**config.mk**
```make
export PLATFORM = sky130hd
export DESIGN_NAME = verificador_sumador
export DESIGN_NICKNAME = d
export VERILOG_FILES = /design/src/rtl/verificador_sumador_pkg.sv /design/src/rtl/verificador_sumador_fifo_esperado.sv /design/src/rtl/verificador_sumador.sv
export SDC_FILE = /design/constraint.sdc
export NUM_CORES = 1
export LEC_CHECK = 0
export CAP_MARGIN = 20
export CORE_MARGIN = 10
export CORE_UTILIZATION = 58
export CTS_CLUSTER_SIZE = 24
export DETAILED_ROUTE_END_ITERATION = 16
export PLACE_DENSITY = 0.9
export SLEW_MARGIN = 20
export SYNTH_ARGS = -nofsm -noshare
export SYNTH_HDL_FRONTEND = slang
export SYNTH_SLANG_ARGS = --single-unit
```
**constraint.sdc**
```tcl
create_clock -name clk -period 6.15 [get_ports clk]
set_clock_uncertainty 0.1 [all_clocks]
set_input_delay 1.5375 -clock clk [delete_from_list [all_inputs] [get_ports clk]]
set_output_delay 1.5375 -clock clk [all_outputs]
set_load 0.03 [all_outputs]
```
**src/rtl/verificador_sumador_pkg.sv**
```systemverilog
// Shared types and constants for the adder result checker.
package verificador_sumador_pkg;

   localparam int unsigned REC_W = 8;
   localparam int unsigned CNT_W = 8;
   localparam logic [CNT_W-1:0] CNT_MAX = 8'hFF;

   typedef logic [REC_W-1:0] rec_t;

   typedef enum logic [1:0] {
      IDLE = 2'd0,
      WAIT = 2'd1,
      TOUT = 2'd2
   } state_t;

endpackage

```
**src/rtl/verificador_sumador_fifo_esperado.sv**
```systemverilog
// Show-ahead FIFO of expected {idx, sum} records awaiting an adder response.
module fifo_esperado
   import verificador_sumador_pkg::*;
#(
   parameter int unsigned DEPTH = 4
) (
   input  logic clk,
   input  logic reset,
   input  logic clr,
   input  logic push,
   input  logic pop,
   input  rec_t din,
   output rec_t dout,
   output logic full,
   output logic empty
);

   localparam int unsigned AW = $clog2(DEPTH);

   rec_t        mem [DEPTH];
   logic [AW:0] wr_ptr;
   logic [AW:0] rd_ptr;
   logic        do_push;
   logic        do_pop;

   assign empty   = (wr_ptr == rd_ptr);
   assign full    = (wr_ptr[AW] != rd_ptr[AW]) && (wr_ptr[AW-1:0] == rd_ptr[AW-1:0]);
   assign do_pop  = pop & ~empty;
   // A push into a full FIFO is accepted only when the head leaves at the same edge.
   assign do_push = push & (~full | do_pop);
   assign dout    = mem[rd_ptr[AW-1:0]];

   always_ff @(posedge clk or posedge reset) begin
      if (reset) begin
         wr_ptr <= '0;
         rd_ptr <= '0;
      end else if (clr) begin
         wr_ptr <= '0;
         rd_ptr <= '0;
      end else begin
         if (do_push) wr_ptr <= wr_ptr + 1'b1;
         if (do_pop)  rd_ptr <= rd_ptr + 1'b1;
      end
   end

   always_ff @(posedge clk) begin
      if (do_push && !clr) mem[wr_ptr[AW-1:0]] <= din;
   end

endmodule

```
**src/rtl/verificador_sumador.sv**
```systemverilog
// In-order checker of the pipelined 4-bit adder: expected-sum queue, counters, flags, watchdog.
module verificador_sumador
   import verificador_sumador_pkg::*;
#(
   parameter int unsigned DEPTH   = 4,
   parameter int unsigned TIMEOUT = 8
) (
   input  logic             clk,
   input  logic             reset,
   input  logic             clr,
   input  logic             in_valid,
   input  logic [3:0]       dataA,
   input  logic [3:0]       dataB,
   input  logic [3:0]       idx,
   input  logic             rsp_valid,
   input  logic [3:0]       sum30_dd_out,
   input  logic [3:0]       idx_dd_out,
   output logic [CNT_W-1:0] pass_cnt,
   output logic [CNT_W-1:0] err_cnt,
   output logic             mismatch,
   output logic             overflow,
   output logic             unexpected,
   output logic             timeout,
   output logic             busy
);

   localparam int unsigned WD_W = $clog2(TIMEOUT + 1);

   state_t          state_q, state_d;
   logic [WD_W-1:0] wd_q, wd_d;
   rec_t            head;
   logic            full, empty;
   logic            pop_ok, push_ok, head_ok, fail;
   logic [3:0]      exp_sum;

   assign exp_sum = dataA + dataB;
   assign pop_ok  = rsp_valid & ~empty;
   assign push_ok = in_valid & (~full | pop_ok);
   assign head_ok = (head == {idx_dd_out, sum30_dd_out});
   assign fail    = rsp_valid & (empty | ~head_ok);

   fifo_esperado #(.DEPTH(DEPTH)) u_fifo (
      .clk   (clk),
      .reset (reset),
      .clr   (clr),
      .push  (push_ok),
      .pop   (pop_ok),
      .din   ({idx, exp_sum}),
      .dout  (head),
      .full  (full),
      .empty (empty)
   );

   // State lags FIFO emptiness by one cycle on the way back to IDLE; the watchdog
   // is held at zero whenever the FIFO is empty, so that lag is never observable.
   always_comb begin
      state_d = state_q;
      wd_d    = '0;
      case (state_q)
         IDLE: if (push_ok) state_d = WAIT;
         WAIT: begin
            if (empty && !push_ok) begin
               state_d = IDLE;
            end else if (!rsp_valid && !empty) begin
               wd_d = wd_q + 1'b1;
               if (wd_d == WD_W'(TIMEOUT)) state_d = TOUT;
            end
         end
         TOUT: state_d = TOUT;
         default: state_d = IDLE;
      endcase
   end

   always_ff @(posedge clk or posedge reset) begin
      if (reset) begin
         state_q    <= IDLE;
         wd_q       <= '0;
         pass_cnt   <= '0;
         err_cnt    <= '0;
         mismatch   <= 1'b0;
         overflow   <= 1'b0;
         unexpected <= 1'b0;
      end else if (clr) begin
         state_q    <= IDLE;
         wd_q       <= '0;
         pass_cnt   <= '0;
         err_cnt    <= '0;
         mismatch   <= 1'b0;
         overflow   <= 1'b0;
         unexpected <= 1'b0;
      end else begin
         state_q  <= state_d;
         wd_q     <= wd_d;
         mismatch <= fail;
         if (pop_ok && head_ok && pass_cnt != CNT_MAX) pass_cnt <= pass_cnt + 1'b1;
         if (fail && err_cnt != CNT_MAX)               err_cnt  <= err_cnt + 1'b1;
         if (in_valid && full && !pop_ok)              overflow <= 1'b1;
         if (rsp_valid && empty)                       unexpected <= 1'b1;
      end
   end

   assign timeout = (state_q == TOUT);
   assign busy    = ~empty;

endmodule

```
==> flow_summary_export.csv, run 1 <==
group,metric,value,unit
status,outcome,"finished clean",
place,gp_congestion,0.817,
clock_tree,h-tree-depth,3,
min_path,holdPathEnd,"wd_q[0]",
worst_setup_path,path_class,"register to primary output",
die,row_count,26,
global_route,grt_max_degree,38,
worst_setup_path,critPathLaunchType,"register",
layout,finalNetCount,328,
synth,synthDistinctLibCells,39,
synth,yosys.area.top_type,"edfxtp_1",
clock_tree,root_buffer,"clkbuf_8",
clock_tree,hold_buffers,0,
clock_tree,cts.sinks,63,
power_and_ir_drop,p_per_area,270,nW/µm²
worst_setup_path,crit-reg2reg-launch,"u_fifo.rd_ptr[0]",
synth,synth_nets,280,
global_route,grt_pass1_wl,10200,µm
layout,syn_to_final_growth,23.2,%
sta,holdWs,0.390,ns
sta,timing.final.hold_violations,0,
min_path,worstHoldPathType,"register to register",
synth,ys_seq_elements,63,
clock_tree,post_cts_buffers,0,
drt,totalWireLength,6160,µm
power_and_ir_drop,p_leak,1.51,nW
synth,synth_async_sr_flop_share,49.2,%
drt,drt-initial-drc-count,85,
clock_tree,insertion_delay,0.34,ns
drt,drc_errors,0,
sta,max_freq,250,MHz
global_route,antenna_found_initial,0,
die,die_y,93.3,µm
sta,tightest_slew,0.639,ns
sta,period_needed,4.00,ns
power_and_ir_drop,ir_drop,0.000175,V
die,start_util,60.3,%
min_path,holdPathStages,1,
die,fp.coreArea,5170,µm²
die,die_area,8710,µm²
synth,yosys.area.top_type_share,30.8,%
global_route,overflow,0,
layout,drive_above_1_share,10.1,%
synth,synth_area_leaders,"edfxtp_1, dfrtp_1, mux4_1",
worst_setup_path,endpoint_kind,"primary output",
synth,yosysSeqAreaShare,55.7,%
sta,relSlewSlack,57.2,%
die,die_w,93.3,µm
layout,num-fill-cells,318,
synth,synth_edf_count,32,
sta,rsz0062_at_grt,"false",
sta,setup_tns,0,ns
synth,synthFlopType,"edfxtp_1",
synth,avgSynthCellArea,12.8,µm²
sta,slew_violations,0,
min_path,worstHoldStart,"wd_q[0]",
synth,netlist_area,3120,µm²
place,dp.final_hpwl,4450,µm
worst_setup_path,r2r_setup_slack,3.05,ns
drt,dr_total_vias,2036,
place,dp.cells,350,
synth,postSynthCellCount,243,
worst_setup_path,rr_worst_depth,6,
drt,vias_per_cell,5.56,
layout,final-instance-count-excl-fill,366,
sta,setup_viol,0,
clock_tree,ctsResizeCount,0,
synth,ys_warn_count,0,
layout,antenna_cells,0,
global_route,grt_usage,15.0,%
clock_tree,tritoncts,"done",
flow_run,maxCapViolations,0,
clock_tree,cts_buffers,9,
drt,firstDrtPassIters,4,
die,io_pins,46,
drt,antenna_left,0,
drt,wl_per_cell,16.8,µm
worst_setup_path,regToRegEndpoint,"err_cnt[0]",
sta,fin_crit_sh,65.0,%
worst_setup_path,cp_max_fo,11,
clock_tree,ctsLongestPathBuffers,2,
place,port_buffers,45,
clock_tree,clkTransAtPathRegs,0.07,ns
worst_setup_path,required,4.51,ns
global_route,grt_pass1_vias,2117,
worst_setup_path,cp_data_arrival_time,2.36,ns
-- per-stage QoR --
stage	utilization (%)	cell area [µm²]	total power [mW]	setup slack (ns)
2_1_floorplan	-	3120	0.609	2.74
3_3_place_gp	70.1	3620	0.652	2.15
3_5_place_dp	70.1	3620	0.662	2.05
4_1_cts	74.1	3830	1.04	2.13
5_1_grt	74.2	3840	1.08	2.03
6_report	74.2	3840	1.04	2.15
-- synth_stat cells, types with 5 or more instances --
master / count
ha_1: 11
nor2b_1: 8
nand2_1: 5
xor2_1: 5
nand3_1: 12
inv_1: 12
dfrtp_1: 31
edfxtp_1: 32
xnor2_1: 21
mux2_2: 5
mux4_1: 8
a21oi_1: 6
nor3_1: 5
and3_1: 5
nor2_1: 30
-- per-layer routing --
| layer | vias to the layer above | GRT usage (%) | wire, µm |
|---|---|---|---|
| met5 | - | 0 | 0 |
| met4 | 0 | 8.87 | 155 |
| met3 | 12 | 4.32 | 361 |
| met2 | 66 | 25.1 | 3200 |
| met1 | 989 | 16.8 | 2440 |
| li1 | 969 | - | - |
-- worst max-delay path by stage --
stage,startpoint,to,slack (ns),cells after the start
2_1_floorplan,rsp_valid,u_fifo.mem[3][0],2.74,5
3_3_place_gp,rsp_valid,u_fifo.mem[3][1],2.15,4
3_5_place_dp,rsp_valid,u_fifo.mem[3][1],2.05,4
4_1_cts,u_fifo.rd_ptr[0],busy,2.13,4
5_1_grt,u_fifo.rd_ptr[0],busy,2.03,4
6_report,u_fifo.rd_ptr[0],busy,2.15,4
-- report_power, final --
part / internal, mW / leakage (nW) / switching, mW
Clock: 0.225 / 0.109 / 0.157
Combinational: 0.0791 / 0.688 / 0.0910
Sequential: 0.463 / 0.717 / 0.0206
-- layout by cell type (no fill, tap or decap), types with 2 or more instances in the layout --
cell and instances:
a21o_1 2, a21oi_1 6, and2_1 3, and3_1 5
buf_4 2, bufinv_16 2, clkbuf_8 9, clkdlybuf4s50_1 45
clkinv_2 4, dfrtp_1 31, edfxtp_1 32, ha_1 11
inv_1 12, mux2_2 5, mux2i_1 3, mux4_1 8
nand2_1 5, nand2b_1 4, nand3_1 12, nand4_1 3
nand4_2 2, nor2_1 30, nor2b_1 8, nor3_1 4
nor3b_1 4, nor4_1 4, xnor2_1 21, xor2_1 5
-- flip-flops by register name, indices dropped and copies added (netlist names) --
register	flops
state_q	2
u_fifo.wr_ptr	3
mismatch	1
u_fifo.mem	32
err_cnt	8
pass_cnt	8
u_fifo.rd_ptr	3
unexpected	1
overflow	1
wd_q	4
-- final cells by class --
| type | count | area (µm²) | area share (%) |
|---|---|---|---|
| repair buffers | 47 | 465 | 12.1 |
| clock inverters | 7 | 87.6 | 2.28 |
| flip-flops and latches | 63 | 1740 | 45.2 |
| clock buffers | 9 | 124 | 3.23 |
| multi-input cells | 158 | 1290 | 33.7 |
| inverters | 12 | 45.0 | 1.17 |
| well taps | 70 | 87.6 | 2.28 |
-- logic make-up (layout without fill, tap and decap cells) --
group / Yosys count / after routing / synth area share (%)
adder cells (fa/ha/maj): 12 / 12 / 5.06
buffers and inverters: 22 / 75 / 2.97
AND/OR/NAND/NOR: 89 / 89 / 15.7
AO/OA/AOI/OAI: 14 / 14 / 3.41
flip-flops: 63 / 63 / 55.7
XOR/XNOR: 26 / 26 / 7.30
multiplexers: 17 / 17 / 9.87
-- critical path, stage by stage (launching register included) --
cell and delay [ns]:
dfrtp_1 0.72, xnor2_1 0.19, and3_1 0.32, inv_1 0.16, clkdlybuf4s50_1 0.63
Note: power is estimated with default switching activity, not from simulation.
==> run 2, diff against run 1 <==
Settings changed: CORE_UTILIZATION 58 to 49, PLACE_DENSITY 0.9 to 0.81.
Clock period 6.15 ns to 3.55 ns, I/O delays scaled along.
==> run 2 against run 1 <==
Clock power grew 54%. Combinational power up 71%. Design area is 0.26% lower. Register-to-register slack lost 2.5 ns. Critical endpoint unchanged. Largest cell class unchanged.
==> flow_summary_export.csv, run 2 (synthesis gave the netlist of run 1 again) <==
group,metric,value,unit
status,outcome,"finished clean",
global_route,grt_pass1_vias,2184,
clock_tree,root_buffer,"clkbuf_8",
die,fp.coreArea,6280,µm²
clock_tree,cts_buffers,9,
clock_tree,cts.sinks,63,
place,dp.cells,358,
clock_tree,insertion_delay,0.32,ns
die,die_w,99.8,µm
global_route,antenna_found_initial,0,
place,port_buffers,45,
flow_run,maxCapViolations,0,
layout,finalNetCount,329,
die,io_pins,46,
sta,relSlewSlack,63.4,%
place,gp_congestion,0.764,
global_route,grt_max_degree,35,
sta,rsz0062_at_grt,"false",
sta,setup_viol,0,
global_route,overflow,0,
layout,syn_to_final_growth,22.8,%
layout,num-fill-cells,482,
worst_setup_path,path_cells,"xnor2_1, and3_1, inv_1, clkdlybuf4s50_1",
clock_tree,ctsLongestPathBuffers,2,
power_and_ir_drop,p_per_area,447,nW/µm²
worst_setup_path,cp_data_arrival_time,2.32,ns
sta,slew_violations,0,
layout,final_cell_mix,"clkdlybuf4s50_1, edfxtp_1, dfrtp_1",
clock_tree,tritoncts,"done",
power_and_ir_drop,ir_drop,0.000210,V
worst_setup_path,slowest_delay,0.69,ns
die,die_area,9950,µm²
worst_setup_path,endpoint_kind,"primary output",
clock_tree,ctsResizeCount,0,
drt,antenna_left,0,
power_and_ir_drop,p_leak,1.50,nW
drt,drt-initial-drc-count,140,
die,die_y,99.8,µm
layout,regArea,1740,µm²
clock_tree,hold_buffers,0,
sta,fin_crit_sh,93.3,%
layout,antenna_cells,0,
clock_tree,post_cts_buffers,0,
worst_setup_path,required,2.56,ns
sta,tightest_slew,0.549,ns
worst_setup_path,path_class,"register to primary output",
drt,wl_per_cell,16.2,µm
die,start_util,49.7,%
sta,timing.final.hold_violations,0,
drt,vias_per_cell,5.38,
drt,totalWireLength,6070,µm
drt,firstDrtPassIters,4,
worst_setup_path,critPathLaunchType,"register",
min_path,worstHoldPathType,"register to register",
clock_tree,clkTransAtPathRegs,0.07,ns
layout,largest_reg_flops,32,
global_route,grt_usage,12.6,%
layout,multi_input_area,1290,µm²
drt,drc_errors,0,
layout,final-instance-count-excl-fill,374,
sta,max_freq,302,MHz
drt,dr_total_vias,2012,
sta,setup_tns,0,ns
layout,final_common_cell,"clkdlybuf4s50_1",
place,dp.final_hpwl,4530,µm
worst_setup_path,slowest_stage,"dfrtp_1",
global_route,grt_pass1_wl,10200,µm
layout,drive_above_1_share,9.43,%
sta,period_needed,3.31,ns
clock_tree,h-tree-depth,3,
die,row_count,29,
worst_setup_path,cp_max_fo,11,
==> run 2: cell count changes in the layout (fill, tap and decap cells not counted) <==
| cell | change |
|---|---|
| clkinv_2 | -3 |
| buf_4 | +1 |
| clkinv_4 | +1 |
| clkinvlp_4 | +1 |
| nor3_1 | +1 |
| nor3_2 | -1 |
| bufinv_16 | -1 |
| clkinv_1 | +1 |
| clkbuf_1 | +1 |
==> run 2: critical path, delay by kind of cell, from the launching register on <==
family | cells | cell delay, ns
buffers and inverters | 2 | 0.77
DFF | 1 | 0.69
and+or+nand+nor | 1 | 0.33
xor gates and xnor gates | 1 | 0.21
==> run 2: through the flow <==
step | utilization, % | power (mW) | hold slack [ns] | cell area (µm²) | setup slack, ns
final | 61.0 | 1.71 | 0.389 | 3830 | 0.238
after global routing | 61.0 | 1.80 | 0.413 | 3830 | 0.0958
after CTS | 61.0 | 1.73 | 0.383 | 3830 | 0.228
after detailed placement | 58.0 | 1.14 | 0.372 | 3640 | 0.460
after global placement | 58.0 | 1.13 | 0.361 | 3640 | 0.537
after floorplan | - | 1.06 | 0.350 | 3120 | 0.788
==> run 2: where the power goes <==
group	total (mW)	leakage [nW]	switching, mW	internal [mW]
clock	0.587	0.0899	0.266	0.322
sequential	0.835	0.717	0.0337	0.802
combinational	0.290	0.693	0.153	0.137
total	1.71	1.50	0.453	1.26
==> run 2: area by class of cell <==
class                      instances  share of cell area (%)
inverter                          12                    1.18
clock buffer                      10                    3.33
multi-input combinational        158                    33.6
tap                               77                    2.52
timing repair buffer              48                    12.3
clock inverter                     6                    1.63
sequential                        63                    45.3
==> run 2: metal layers <==
metal / part of all wire, % / GRT usage, % / vias to the layer above
met5: 0 / 0 / -
met3: 5.0 / 3.30 / 8
met2: 51 / 20.2 / 57
met1: 43 / 15.3 / 976
met4: 1.3 / 6.84 / 0
li1: - / - / 971
==> run 2: path summary, 6_finish.rpt <==
| check | start | end | slack [ns] | depth (start not counted) |
|---|---|---|---|---|
| setup / recovery | u_fifo.rd_ptr[0] | busy | 0.24 | 4 |
| hold / removal | wd_q[0] | wd_q[0] | 0.39 | 1 |
| setup reg to reg | u_fifo.rd_ptr[0] | err_cnt[0] | 0.51 | 6 |
| hold reg to reg | wd_q[0] | wd_q[0] | 0.39 | 1 |
| max in group asynchronous | reset | wd_q[2] | 2.21 | 3 |
| min in group asynchronous | reset | err_cnt[6] | 0.83 | 3 |
